==> src/rtl/jpeg_ff_stuffer.sv <==
// Pops encoded-chunk words from the FF-check FIFO, escapes every 0xFF data byte
// with a trailing 0x00, and repacks the byte stream into 32-bit output words.
module jpeg_ff_stuffer (
  input  logic        clk,
  input  logic        rst_n,
  input  logic        fifo_empty,
  input  logic [90:0] fifo_rdata,
  input  logic        fifo_rdata_valid,
  output logic        read_req,
  output logic [31:0] out_data,
  output logic [2:0]  out_bytes,
  output logic        out_last,
  output logic        out_valid,
  input  logic        out_ready
);

  localparam logic [1:0] IDLE  = 2'd0;
  localparam logic [1:0] WAIT  = 2'd1;
  localparam logic [1:0] EMIT  = 2'd2;
  localparam logic [1:0] FLUSH = 2'd3;

  logic [1:0]  state;
  logic [79:0] hold;
  logic [3:0]  byte_idx;
  logic [3:0]  nbytes;
  logic        eof;
  logic        stuff_pending;
  logic [31:0] acc;
  logic [1:0]  acc_cnt;

  logic [7:0]  data_byte;
  logic [7:0]  off_byte;
  logic        word_done;
  logic        offer;
  logic        out_free;
  logic        accept;
  logic        is_ff;
  logic        final_byte;
  logic        full_load;
  logic        flush_load;
  logic [3:0]  rd_count;

  // Handshake: a word transfers on a rising edge where out_valid && out_ready;
  // the output register holds its contents until that transfer happens.
  always_comb begin
    data_byte = 8'h00;
    for (int i = 0; i < 10; i++) begin
      if (byte_idx == 4'(i)) data_byte = hold[79-8*i -: 8];
    end
  end

  assign word_done  = (byte_idx == nbytes) && !stuff_pending;
  assign offer      = (state == EMIT) && !word_done;
  assign off_byte   = stuff_pending ? 8'h00 : data_byte;
  assign out_free   = !out_valid || out_ready;
  assign accept     = offer && ((acc_cnt != 2'd3) || out_free);
  assign is_ff      = !stuff_pending && (data_byte == 8'hFF);
  // The last byte of an image is the final data byte (or its stuffing byte) of an eof word.
  assign final_byte = eof && !is_ff && ((byte_idx + 4'd1) == nbytes);
  assign full_load  = accept && (acc_cnt == 2'd3);
  assign flush_load = (state == FLUSH) && (acc_cnt != 2'd0) && out_free;
  assign read_req   = rst_n && (state == IDLE) && !fifo_empty;
  assign rd_count   = fifo_rdata[89:86];

  always_ff @(posedge clk) begin
    if (!rst_n) begin
      state         <= IDLE;
      hold          <= '0;
      byte_idx      <= '0;
      nbytes        <= '0;
      eof           <= 1'b0;
      stuff_pending <= 1'b0;
      acc           <= '0;
      acc_cnt       <= '0;
      out_data      <= '0;
      out_bytes     <= '0;
      out_last      <= 1'b0;
      out_valid     <= 1'b0;
    end else begin
      case (state)
        IDLE: begin
          if (read_req) state <= WAIT;
        end
        WAIT: begin
          if (fifo_rdata_valid) begin
            hold          <= fifo_rdata[79:0];
            byte_idx      <= '0;
            nbytes        <= (rd_count > 4'd10) ? 4'd10 : rd_count;
            eof           <= fifo_rdata[90];
            stuff_pending <= 1'b0;
            state         <= EMIT;
          end
        end
        EMIT: begin
          if (word_done) begin
            state <= eof ? FLUSH : IDLE;
          end else if (accept) begin
            if (is_ff) begin
              stuff_pending <= 1'b1;
            end else begin
              stuff_pending <= 1'b0;
              byte_idx      <= byte_idx + 4'd1;
            end
          end
        end
        FLUSH: begin
          if ((acc_cnt == 2'd0) || flush_load) state <= IDLE;
        end
        default: state <= IDLE;
      endcase

      if (accept) begin
        case (acc_cnt)
          2'd0: begin acc[31:24] <= off_byte; acc_cnt <= 2'd1; end
          2'd1: begin acc[23:16] <= off_byte; acc_cnt <= 2'd2; end
          2'd2: begin acc[15:8]  <= off_byte; acc_cnt <= 2'd3; end
          default: begin acc <= '0; acc_cnt <= 2'd0; end
        endcase
      end else if (flush_load) begin
        acc     <= '0;
        acc_cnt <= 2'd0;
      end

      if (full_load) begin
        out_data  <= {acc[31:8], off_byte};
        out_bytes <= 3'd4;
        out_last  <= final_byte;
        out_valid <= 1'b1;
      end else if (flush_load) begin
        out_data  <= acc;
        out_bytes <= {1'b0, acc_cnt};
        out_last  <= 1'b1;
        out_valid <= 1'b1;
      end else if (out_valid && out_ready) begin
        out_valid <= 1'b0;
      end
    end
  end

endmodule

==> config.mk <==
export PLATFORM = sky130hd
export DESIGN_NAME = jpeg_ff_stuffer
export DESIGN_NICKNAME = d
export VERILOG_FILES = /design/src/rtl/jpeg_ff_stuffer.sv
export SDC_FILE = /design/constraint.sdc
export NUM_CORES = 1
export LEC_CHECK = 0
export BUFFER_PORTS_ARGS = -buffer_cell sky130_fd_sc_hd__buf_2
export CAP_MARGIN = 20
export CORE_MARGIN = 4
export CORE_UTILIZATION = 54
export CTS_CLUSTER_SIZE = 40
export DETAILED_ROUTE_END_ITERATION = 16
export PLACE_DENSITY = 0.81
export SLEW_MARGIN = 20
export SYNTH_ARGS = -nofsm -noshare
export SYNTH_HDL_FRONTEND = slang
export SYNTH_SLANG_ARGS = --single-unit
export TNS_END_PERCENT = 50
==> constraint.sdc <==
create_clock -name clk -period 2.9 [get_ports clk]
set_input_delay 0.29 -clock clk [delete_from_list [all_inputs] [get_ports clk]]
set_output_delay 0.29 -clock clk [all_outputs]
set_load 0.02 [all_outputs]
==> summary.md, run 1 <==
| Metric | Value |
|---|---|
| Status | `complete, no violations` |
| Setup Skew | `between 5 and 6 ps` |
| Crit-path slowest cell | `dfxtp_2` |
| Drt drc | `0` |
| Hold WC Path Type | `in2reg` |
| Synth unique cells | `60` |
| Final Cycle Share | `between 90 and 100%` |
| Clock sink count | `about 160` |
| Fmax | `~370 MHz` |
| Setup crit end kind | `flip-flop` |
| R2r setup slk | `230 ps` |
| Clock Tree Buf Depth | `2` |
| Clk root buf | `clkbuf_16` |
| Post-CTS Hold Buffers | `0` |
| CTS Buf Count | `17` |
| CP required | `roughly 3300 ps` |
| CP Cell Sequence | `inv_1 > ha_1 > nor2b_4 > buf_4 > a221oi_1 > o32a_1 > o211ai_1 > nand3_1 > nor3_4 > mux2_1 > a21oi_1` |
| EDFF count, synth | `0` |
| Die area | `around 0.015 mm2` |
| Setup TNS | `0 ps` |
| Setup Viol. Count Final | `0` |
| Largest net degree at the start of global routing | `73` |
| Max Used Layer | `met4` |
| Wire length on met2 | `around 8 mm` |
| All-layer global routing usage | `~26%` |
| Bufs and invs on worst path | `2` |
| Max_cap viols | `0` |
| CTS tree | `built` |
| Chip height | `121 um` |
| Top Ports | `approximately 130` |
| Worst Path Arrival | `roughly 3000 ps` |
| P per Cell Area | `slightly below 600 mW/mm2` |
| Via/cell ratio | `between 5 and 6` |
| Layout cells sized above 1 | `between 20 and 25%` |
| Worst setup slack after layout | `between 200 and 250 ps` |
| Final #Nets | `around 1100` |
| Critical path class | `reg2reg` |
| Startpoint types | `flip-flop` |
| Syn Area/Cell | `around 7.7 um2` |
| Post-place setup slack | `11.8 ps` |
| Cell row count | `41` |
| Synth top area share | `45.0%` |
| Iter 0 DRT Violations | `just over 700` |
| Top cells by area, synth | `dfxtp_1, nand2_1, a21oi_1, clkbuf_1, nor2b_1` |
| Register area share after synthesis | `between 40% and 50%` |
| Fin crit period | `about 2700 ps` |
| Vias in the first global route | `6152` |
| Routed Wire Length | `18.5 mm` |
| Slew HR | `a little over a third` |
| Post-detail-place hpwl | `about 13 mm` |
| Core area | `approximately 0.013 mm2` |
| RSZ-0062 raised after global routing | `false` |
| Initial Utilization | `between 50% and 60%` |
| Area growth, synth to finish | `20.6%` |
| Syn nets | `about 1000` |
| P_leak | `approximately 3.2 nW` |
| Yosys top cell by area | `dfxtp_1` |
| Met3 routed WL | `between 1 and 1.5 mm` |
| First-pass GRT wire length | `around 30 mm` |
| Vias | `roughly 6600` |
| Crit Path Max Fanout | `6` |
| Most frequent cells after synthesis | `nand2_1, a21oi_1, dfxtp_1, clkbuf_1, nand3_1` |
| Initial antenna violation count | `0` |
| CP max stage delay | `roughly 380 ps` |
| Top delay family on crit path | `compound AO/OA/AOI/OAI gates` |
| Htree depth | `4` |
| Clk_lat worst skew | `approximately 420 ps` |
| I/O Buffers | `approximately 130` |
| Slew @ Worst Pin | `~950 ps` |
| Grt total ovfl | `0` |
| Wl on met1 | `roughly 8.6 mm` |
| Syn Inst Count | `899` |
| Synth Flop Type | `dfxtp_1` |
| DIE WIDTH | `around 120 um` |
| # diodes | `0` |
| Routed WL per cell | `roughly 15 um` |
| Most common cell in the netlist | `nand2_1` |
| Final Power | `4.90 mW` |
| Worst VDD drop | `0.574 mV` |
| Max-slew violation count | `0` |
| Filler cell count | `roughly 1100` |
| Final Hold Fails | `0` |
| Flops & latches, synth | `~160` |
| YS warnings | `0` |
| Synth async-reset ratio | `0%` |
| Antenna Violating Nets Remaining | `0` |
| First-pass DRT Iterations | `5` |
| Worst-path clk slew | `60 ps` |
| Synthesized cell area | `just under 0.007 mm2` |
| Placer Congestion | `between 0.9 and 1` |
-- kinds of logic after synthesis --
kind of cell               count (synthesis)  share of synthesized area, %
AOI/OAI and AO/OA                        250                          21.9
xor gates and xnor gates                   7                         0.889
adders and majority gates                  8                          1.45
buffers and inverters                     86                          5.52
DFF                                      155                          45.0
muxes                                      4                         0.599
and+or+nand+nor                          389                          24.6
-- cells in the final DEF, fill, tap and decap left out, types with 4 or more instances in the layout --
master and n:
o21ai_0 24, nand3b_1 9, dfxtp_1 153, buf_2 127
xnor2_1 4, a311oi_1 5, nor2b_1 21, nor2_1 22
ha_1 8, nor3_1 6, a221oi_1 5, a22oi_1 10
inv_1 17, nand2b_1 9, a22o_1 8, nand3_1 28
o211ai_1 4, nand2_1 268, a21oi_1 158, buf_4 30
o32a_1 7, clkinv_2 4, a211oi_1 4, clkbuf_16 17
-- tightest hold or removal path: stages --
cell     delay, ps
buf_2           90
nand2_1         40
a21oi_1         50
-- metrics by stage --
step	util (%)	hold WS [ps]	std cells	cell area [um2]
3_3_place_gp	61.3	437	1163	7710
5_1_grt	66.2	93.5	1194	8320
2_1_floorplan	-	426	899	6890
4_1_cts	66.0	82.9	1194	8290
6_report	66.2	102	1194	8320
3_5_place_dp	61.3	443	1163	7710
-- power breakdown --
group | internal [mW] | switching [mW]
Combinational | 0.183 | 0.283
Clock | 1.30 | 0.861
Sequential | 2.21 | 0.0648
-- sequential cells by signal, indices dropped and copies added (netlist names) --
| register | cells |
|---|---|
| out_bytes | 3 |
| acc | 24 |
| out_valid | 1 |
| eof | 1 |
| acc_cnt | 2 |
| nbytes | 4 |
| out_last | 1 |
| byte_idx | 4 |
| hold | 80 |
| state | 2 |
| out_data | 32 |
| stuff_pending | 1 |
-- layer usage --
metal  global-route usage, %  up-vias
met5                       0        -
met4                    9.07        0
met3                    5.69       35
met2                    38.7      268
met1                    36.6     3026
li1                        -     3276
-- path summary, 6_finish.rpt --
path	from	end	cells past startpoint
hold reg to reg	out_data[28]$_SDFFE_PN0P_	out_data[28]$_SDFFE_PN0P_	2
setup reg to reg	byte_idx[1]$_SDFFE_PN0P_	byte_idx[2]$_SDFFE_PN0P_	11
hold / removal	fifo_rdata[50]	hold[50]$_SDFFE_PN0P_	3
setup / recovery	byte_idx[1]$_SDFFE_PN0P_	byte_idx[2]$_SDFFE_PN0P_	11
-- repair_timing --
| item | 4_1_cts | 5_1_grt |
|---|---|---|
| setup buffers | 0 | 0 |
| pin swaps | 0 | 3 |
| gates resized for setup | 1 | 9 |
| endpoints found under the setup margin | 3 | 8 |
| endpoints found under the hold margin | 0 | 0 |
-- cell type report --
type	instances	area [um2]	area share [%]
Clock buffer	20	457	5.49
Clock inverter	11	121	1.46
Inverter	19	73.8	0.888
Multi-Input combinational cell	658	3440	41.4
Sequential cell	155	3110	37.3
Tap cell	172	215	2.59
Timing Repair Buffer	159	901	10.8
Power figures use the tool's default switching activity.
==> run 2, diff against run 1 <==
--- a/config.mk
+++ b/config.mk
@@ -12,6 +12,7 @@
 export CTS_CLUSTER_SIZE = 40
 export DETAILED_ROUTE_END_ITERATION = 16
 export PLACE_DENSITY = 0.81
+export RECOVER_POWER = 25
 export SLEW_MARGIN = 20
 export SYNTH_ARGS = -nofsm -noshare
 export SYNTH_HDL_FRONTEND = slang
==> run 2 against run 1 <==
  * The flow now finishes with violations (capacitance limit, slew limit)
  * Largest cell class unchanged
  * First-iteration DRC count shrank 8.4%
  * Sequential cell count unchanged
  * Sequential share of layout area increased by 0.21 points
==> summary.md, run 2 (same netlist as run 1, synthesis figures left out) <==
| Metric | Value |
|---|---|
| Final #Nets | `1114 (unchanged)` |
| Routed Wire Length | `18.6 mm (+0.32%)` |
| Worst r2r src | `byte_idx[3]$_SDFFE_PN0P_` |
| Core area | `0.0126 mm2 (unchanged)` |
| Non-filler cells, final | `1194 (unchanged)` |
| Max-slew violation count | `49 (+49)` |
| Routed WL per cell | `15.5 um (+0.32%)` |
| Dpl cells | `1163 (unchanged)` |
| Initial Utilization | `54.8% (unchanged)` |
| Status | `complete, but fails checks` |
| Max_cap viols | `1 (+1)` |
| Htree depth | `4 (unchanged)` |
| Area growth, synth to finish | `19.9%` |
| CTS Buf Count | `17 (unchanged)` |
| Clock Tree Buf Depth | `2 (unchanged)` |
| Slew HR | `-15.1% (-52 points)` |
| Worst-path clk slew | `60 ps (about the same)` |
| CP Capture Point | `acc[25]$_SDFFE_PN0P_` |
| Hold WS | `102 ps (+0.301 ps)` |
| Setup crit end kind | `flip-flop` |
| Largest net degree at the start of global routing | `73 (unchanged)` |
| Clk_lat worst skew | `420 ps (about the same)` |
| All-layer global routing usage | `25.8% (unchanged)` |
| Util after Layout | `65.8% (-0.38 points)` |
| Iter 0 DRT Violations | `655 (-8.4%)` |
| First-pass GRT wire length | `30.1 mm (unchanged)` |
| Vias | `6596 (-0.14%)` |
| Post-detail-place hpwl | `13.0 mm (unchanged)` |
| Worst Min Path Start | `fifo_rdata[70]` |
| Final Power | `4.91 mW (about the same)` |
| Met1 Usage GRT | `36.6% (unchanged)` |
| Vias in the first global route | `6152 (unchanged)` |
| Met3 Usage GRT | `5.69% (unchanged)` |
| Setup Skew | `6.40 ps (+1.25 ps)` |
| Cell row count | `41 (unchanged)` |
| Antenna Violating Nets Remaining | `0 (unchanged)` |
| Reg with most FFs | `hold` |
| Placer Congestion | `0.940 (unchanged)` |
| Fin crit period | `2680 ps (+8.45 ps)` |
| Die area | `0.0146 mm2 (unchanged)` |
| Drt drc | `0 (unchanged)` |
| Startpoint types | `flip-flop` |
| Clock sink count | `155 (unchanged)` |
| Worst reg2reg path depth | `8 (-3)` |
| Top Ports | `134 (unchanged)` |
| Setup Viol. Count Final | `0 (unchanged)` |
| P_leak | `2.98 nW (-5.3%)` |
| Biggest regs | `hold (80), out_data (32), acc (24)` |
| Initial antenna violation count | `0 (unchanged)` |
| First-pass DRT Iterations | `5 (unchanged)` |
| Critical path class | `reg2reg` |
| CP required | `3260 ps (about the same)` |
| Commonest cells after routing, fill and taps aside | `nand2_1, a21oi_1, dfxtp_1` |
| Final Hold Fails | `0 (unchanged)` |
| Failing checks | `capacitance limit, slew limit` |
| Max reg flops | `80 (unchanged)` |
| Worst Path Arrival | `3050 ps (+30 ps)` |
| R2r setup slk | `220 ps (about the same)` |
| GRT Max-Usage Layer | `met2` |
| RSZ-0062 raised after global routing | `false` |
| # diodes | `0 (unchanged)` |
| DIE WIDTH | `121 um (unchanged)` |
| Setup TNS | `0 ps (unchanged)` |
| Slew @ Worst Pin | `1730 ps (+775 ps)` |
| Chip height | `121 um (unchanged)` |
| Final Cycle Share | `92.5% (+0.29 points)` |
| Filler cell count | `1102 (+2.4%)` |
| Grt total ovfl | `0 (unchanged)` |
| Layout cells sized above 1 | `16.8% (-3.9 points)` |
| R2r endpoint | `acc[25]$_SDFFE_PN0P_` |
| Clk root buf | `clkbuf_16` |
| Hold WC Path Type | `in2reg` |
| Critical Path Source | `byte_idx[3]$_SDFFE_PN0P_` |
| Crit Path Max Fanout | `15 (+9)` |
| Via/cell ratio | `5.52 (-0.14%)` |
| I/O Buffers | `127 (unchanged)` |
| Commonest non-fill, non-tap cell in the layout | `nand2_1` |
| CTS tree | `built` |
| Fmax | `373 MHz (-0.32%)` |
| P per Cell Area | `593 mW/mm2 (+0.58%)` |
| Met2 Use GR | `38.7% (unchanged)` |
| Worst VDD drop | `0.577 mV (+0.40%)` |
run 2: cell types whose count changed in the layout (fill, tap and decap cells not counted), sizes merged:
| cell | change |
|---|---|
| clkbuf | +38 |
| buf | -38 |
run 2: timing repair:
item | 4_1_cts | 5_1_grt
hold buffers | 0 | 0
pin swaps | 0 | 3
gates resized for setup | 1 | 9
endpoints found under the setup margin | 3 | 8
setup buffers | 0 | 0
run 2: how the worst min path moves through the flow:
stage / slack [ps] / cells past startpoint / end
4_1_cts: 80 / 3 / hold[50]$_SDFFE_PN0P_
6_report: 100 / 3 / hold[70]$_SDFFE_PN0P_
3_3_place_gp: 440 / 2 / out_data[26]$_SDFFE_PN0P_
2_1_floorplan: 430 / 2 / hold[19]$_SDFFE_PN0P_
5_1_grt: 90 / 3 / hold[56]$_SDFFE_PN0P_
3_5_place_dp: 440 / 2 / out_data[24]$_SDFFE_PN0P_
run 2: area by class of cell:
class | count | area [um2] | area share [%]
clock buffers | 20 | 457 | 5.52
clock inverters | 11 | 121 | 1.47
inverters | 19 | 73.8 | 0.893
multi-input cells | 658 | 3440 | 41.6
flip-flops and latches | 155 | 3110 | 37.6
well taps | 172 | 215 | 2.60
repair buffers | 159 | 853 | 10.3
run 2: metrics by stage:
| stage | instance area [um2] | setup slack, ps |
|---|---|---|
| floorplan | 6890 | 278 |
| global placement | 7710 | 118 |
| detailed placement | 7710 | 11.8 |
| CTS | 8290 | 74.5 |
| global route | 8270 | 4.76 |
| finish | 8270 | 219 |
run 2: metal layers:
metal,vias up,wire (um)
li1,3283,-
met1,3016,8610
met2,268,8140
met3,29,1430
met4,0,389
met5,-,0
run 2: worst max-delay path, stage by stage (launching register included):
cell,delay [ps]
dfxtp_1,690
buf_4,260
xnor2_1,180
a31o_1,340
inv_2,70
nand2_1,230
o21ai_0,130
nor2_1,490
a22o_1,240
run 2: power by group:
part / switching (mW) / internal [mW] / leakage [nW]
combinational: 0.283 / 0.183 / 1.45
sequential: 0.0649 / 2.21 / 1.25
clock: 0.862 / 1.30 / 0.282
==> run 3, diff against run 2 <==
--- a/config.mk
+++ b/config.mk
@@ -8,10 +8,10 @@
 export BUFFER_PORTS_ARGS = -buffer_cell sky130_fd_sc_hd__buf_2
 export CAP_MARGIN = 20
 export CORE_MARGIN = 4
-export CORE_UTILIZATION = 54
+export CORE_UTILIZATION = 50
 export CTS_CLUSTER_SIZE = 40
 export DETAILED_ROUTE_END_ITERATION = 16
-export PLACE_DENSITY = 0.81
+export PLACE_DENSITY_LB_ADDON = 0.12
 export RECOVER_POWER = 25
 export SLEW_MARGIN = 20
 export SYNTH_ARGS = -nofsm -noshare
==> constraint.sdc (replaced) <==
create_clock -name clk -period 2.2 [get_ports clk]
set_input_delay 0.22 -clock clk [delete_from_list [all_inputs] [get_ports clk]]
set_output_delay 0.22 -clock clk [all_outputs]
set_load 0.02 [all_outputs]
==> run 3 against run 2 <==
  * Utilization is 2.6 points higher
  * Wire length increased by 7.6%
  * Critical path type unchanged
  * Clock power increased by 36%
  * Non-clock buffer count increased by 56
  * The run ends with setup timing left
  * Largest cell class unchanged
  * Sequential cell count unchanged
  * Combinational power up 62%
  * Cell area increased by 10%
  * Maximum frequency rose by 5.3%
==> summary.md, run 3 (same netlist as run 1, synthesis figures left out) <==
| Metric | Value |
|---|---|
| Gate power share | `11.3% (+1.8 points)` |
| Seq pwr share | `44.6% (-1.8 points)` |
| Clock Tree Buf Depth | `2 (unchanged)` |
| Most used cell, CP | `buf_4` |
| Largest net degree at the start of global routing | `62 (-15%)` |
| Worst VDD drop | `0.521 mV (-9.7%)` |
| Vias in the first global route | `6361 (+3.4%)` |
| Reg with most FFs | `hold` |
| RSZ-0062 raised after global routing | `true` |
| Worst Hold End | `hold[10]$_SDFFE_PN0P_` |
| Fmax | `393 MHz (+5.3%)` |
| Util after Layout | `68.4% (+2.6 points)` |
| Clock sink count | `155 (unchanged)` |
| Vias | `6800 (+3.1%)` |
| Routed WL per cell | `15.9 um (+2.5%)` |
| CP max stage delay | `370 ps (-320 ps)` |
| Worst reg2reg path depth | `14 (+6)` |
| R2r setup slk | `-350 ps (-560 ps)` |
| CTS tree | `built` |
| Core area | `0.0133 mm2 (+6.2%)` |
| Crit Path Max Fanout | `22 (+7)` |
| Iter 0 DRT Violations | `429 (-35%)` |
| Final Cycle Share | `116% (+23 points)` |
| Hold Path Stages | `3 (unchanged)` |
| Slew HR | `58.2% (+73 points)` |
| Clock power share | `44.2% (about the same)` |
| Bufs and invs on worst path | `6 (+4)` |
| Clk_lat worst skew | `420 ps (about the same)` |
| Final #Nets | `1170 (+5.0%)` |
| Initial Utilization | `51.6% (-3.2 points)` |
| Filler cell count | `1201 (+9.0%)` |
| Fin crit period | `2550 ps (-135 ps)` |
| Via/cell ratio | `5.43 (-1.8%)` |
| # diodes | `0 (unchanged)` |
| Final Hold Fails | `0 (unchanged)` |
| Crit-path slowest cell | `dfxtp_4` |
| Multi-input logic area | `0.00377 mm2 (+9.5%)` |
| I/O Buffers | `127 (unchanged)` |
| Setup Skew | `5.59 ps (-0.816 ps)` |
| Failing checks | `setup timing` |
| Slew @ Worst Pin | `624 ps (-1100 ps)` |
| Design Area, Final | `0.00913 mm2 (+10%)` |
| R2r endpoint | `acc[18]$_SDFFE_PN0P_` |
| P_leak | `3.35 nW (+12%)` |
| All-layer global routing usage | `24.6% (-1.2 points)` |
| Switch share | `24.4% (-0.31 points)` |
| Max_cap viols | `0 (-1)` |
| Antenna Violating Nets Remaining | `0 (unchanged)` |
| Final Power | `6.71 mW (+37%)` |
| P per Cell Area | `735 mW/mm2 (+24%)` |
| Max reg flops | `80 (unchanged)` |
| Sequential cell area | `0.00311 mm2 (+0.16%)` |
| Initial antenna violation count | `0 (unchanged)` |
| Hold WC Path Type | `in2reg` |
| Area growth, synth to finish | `32.4%` |
| Max-slew violation count | `0 (-100%)` |
| Layout cells sized above 1 | `26.4% (+9.5 points)` |
| Internal | `5.07 mW (+37%)` |
| Die area | `0.0157 mm2 (+7.5%)` |
| CP required | `2510 ps (-750 ps)` |
| Cell row count | `42 (+2.4%)` |
| Setup crit end kind | `flip-flop` |
| First-pass DRT Iterations | `5 (unchanged)` |
| Worst-path clk slew | `60 ps (about the same)` |
| Htree depth | `4 (unchanged)` |
| Drt drc | `0 (unchanged)` |
| Top Ports | `134 (unchanged)` |
| Clk root buf | `clkbuf_16` |
| Placer Congestion | `0.907 (-3.4%)` |
| Non-filler cells, final | `1253 (+4.9%)` |
| Post-place setup slack | `-405 ps (-416 ps)` |
| Routed Wire Length | `20.0 mm (+7.6%)` |
| Chip height | `125 um (+3.7%)` |
| First-pass GRT wire length | `31.4 mm (+4.3%)` |
| Biggest regs | `hold (80), out_data (32), acc (24)` |
| Worst r2r src | `byte_idx[1]$_SDFFE_PN0P_` |
| Worst Min Path Start | `fifo_rdata[10]` |
| Setup Viol. Count Final | `29 (+29)` |
| Commonest cells after routing, fill and taps aside | `nand2_1, dfxtp_1, a21oi_1` |
| Worst Path Arrival | `2850 ps (-200 ps)` |
| Dpl cells | `1212 (+4.2%)` |
| Switch Pwr | `1.63 mW (+35%)` |
| Worst setup slack after layout | `-346 ps (-565 ps)` |
| Grt total ovfl | `0 (unchanged)` |
| CP Cell Sequence | `inv_2 > ha_4 > buf_12 > nand2_1 > buf_4 > o32a_1 > nand3_1 > o211ai_1 > buf_4 > buf_4 > nor2b_1 > buf_4 > a22oi_1 > nor2_1` |
| Status | `complete, but fails checks` |
| DIE WIDTH | `125 um (+3.7%)` |
| Post-detail-place hpwl | `13.9 mm (+7.5%)` |
| Placed Area | `0.00814 mm2 (+5.6%)` |
| Top delay family on crit path | `buffers and inverters` |
| Critical path class | `reg2reg` |
| Startpoint types | `flip-flop` |
| Commonest non-fill, non-tap cell in the layout | `nand2_1` |
| CTS Buf Count | `17 (unchanged)` |
run 3: per-layer routing:
layer	up-vias	track usage (%)	part of all wire [%]
li1	3392	-	-
met1	3150	33.2	45
met2	214	38.5	46
met3	44	6.01	6.4
met4	0	8.93	2.8
met5	-	0	0
run 3: metrics by stage:
stage	TNS (ps)	hold WS (ps)
2_1_floorplan	-629	356
3_3_place_gp	-5630	437
3_5_place_dp	-6460	442
4_1_cts	-2740	19.9
5_1_grt	-8210	20.7
6_report	-4700	28.8
run 3: power by group through the flow:
stage / logic [mW] / clock network (mW) / registers, mW
2_1_floorplan: 0.418 / 0 / 3.01
3_3_place_gp: 0.665 / 0 / 3.04
3_5_place_dp: 0.676 / 0 / 3.04
4_1_cts: 0.706 / 3.00 / 2.99
5_1_grt: 0.830 / 3.11 / 3.00
6_report: 0.754 / 2.96 / 2.99
run 3: worst min-delay path: cells and delay by family:
kind / cells / cell delay (ps)
buffers and inverters: 1 / 90
and+or+nand+nor: 1 / 40
AOI/OAI and AO/OA: 1 / 50
run 3: worst max-delay path by stage:
| stage | startpoint | end | cells after the start |
|---|---|---|---|
| global route | byte_idx[0]$_SDFFE_PN0P_ | out_last$_SDFFE_PN0P_ | 13 |
| finish | byte_idx[1]$_SDFFE_PN0P_ | acc[18]$_SDFFE_PN0P_ | 14 |
| CTS | byte_idx[0]$_SDFFE_PN0P_ | byte_idx[2]$_SDFFE_PN0P_ | 8 |
| detailed placement | byte_idx[1]$_SDFFE_PN0P_ | acc[12]$_SDFFE_PN0P_ | 9 |
| global placement | byte_idx[1]$_SDFFE_PN0P_ | acc[12]$_SDFFE_PN0P_ | 9 |
| floorplan | byte_idx[0]$_SDFFE_PN0P_ | byte_idx[2]$_SDFFE_PN0P_ | 9 |
run 3: repair_timing:
action,CTS,global route
buffers inserted,3,10
setup endpoints to repair,37,39
hold buffers,0,0
gates resized for setup,42,39
pin swaps,25,21
run 3: cell type report:
cell class                      count  share of cell area [%]
Sequential cell                   155                    34.1
Multi-Input combinational cell    658                    41.3
Tap cell                          176                    2.41
Clock buffer                       19                    4.98
Clock inverter                     11                    1.58
Inverter                           19                   0.809
Timing Repair Buffer              215                    14.8
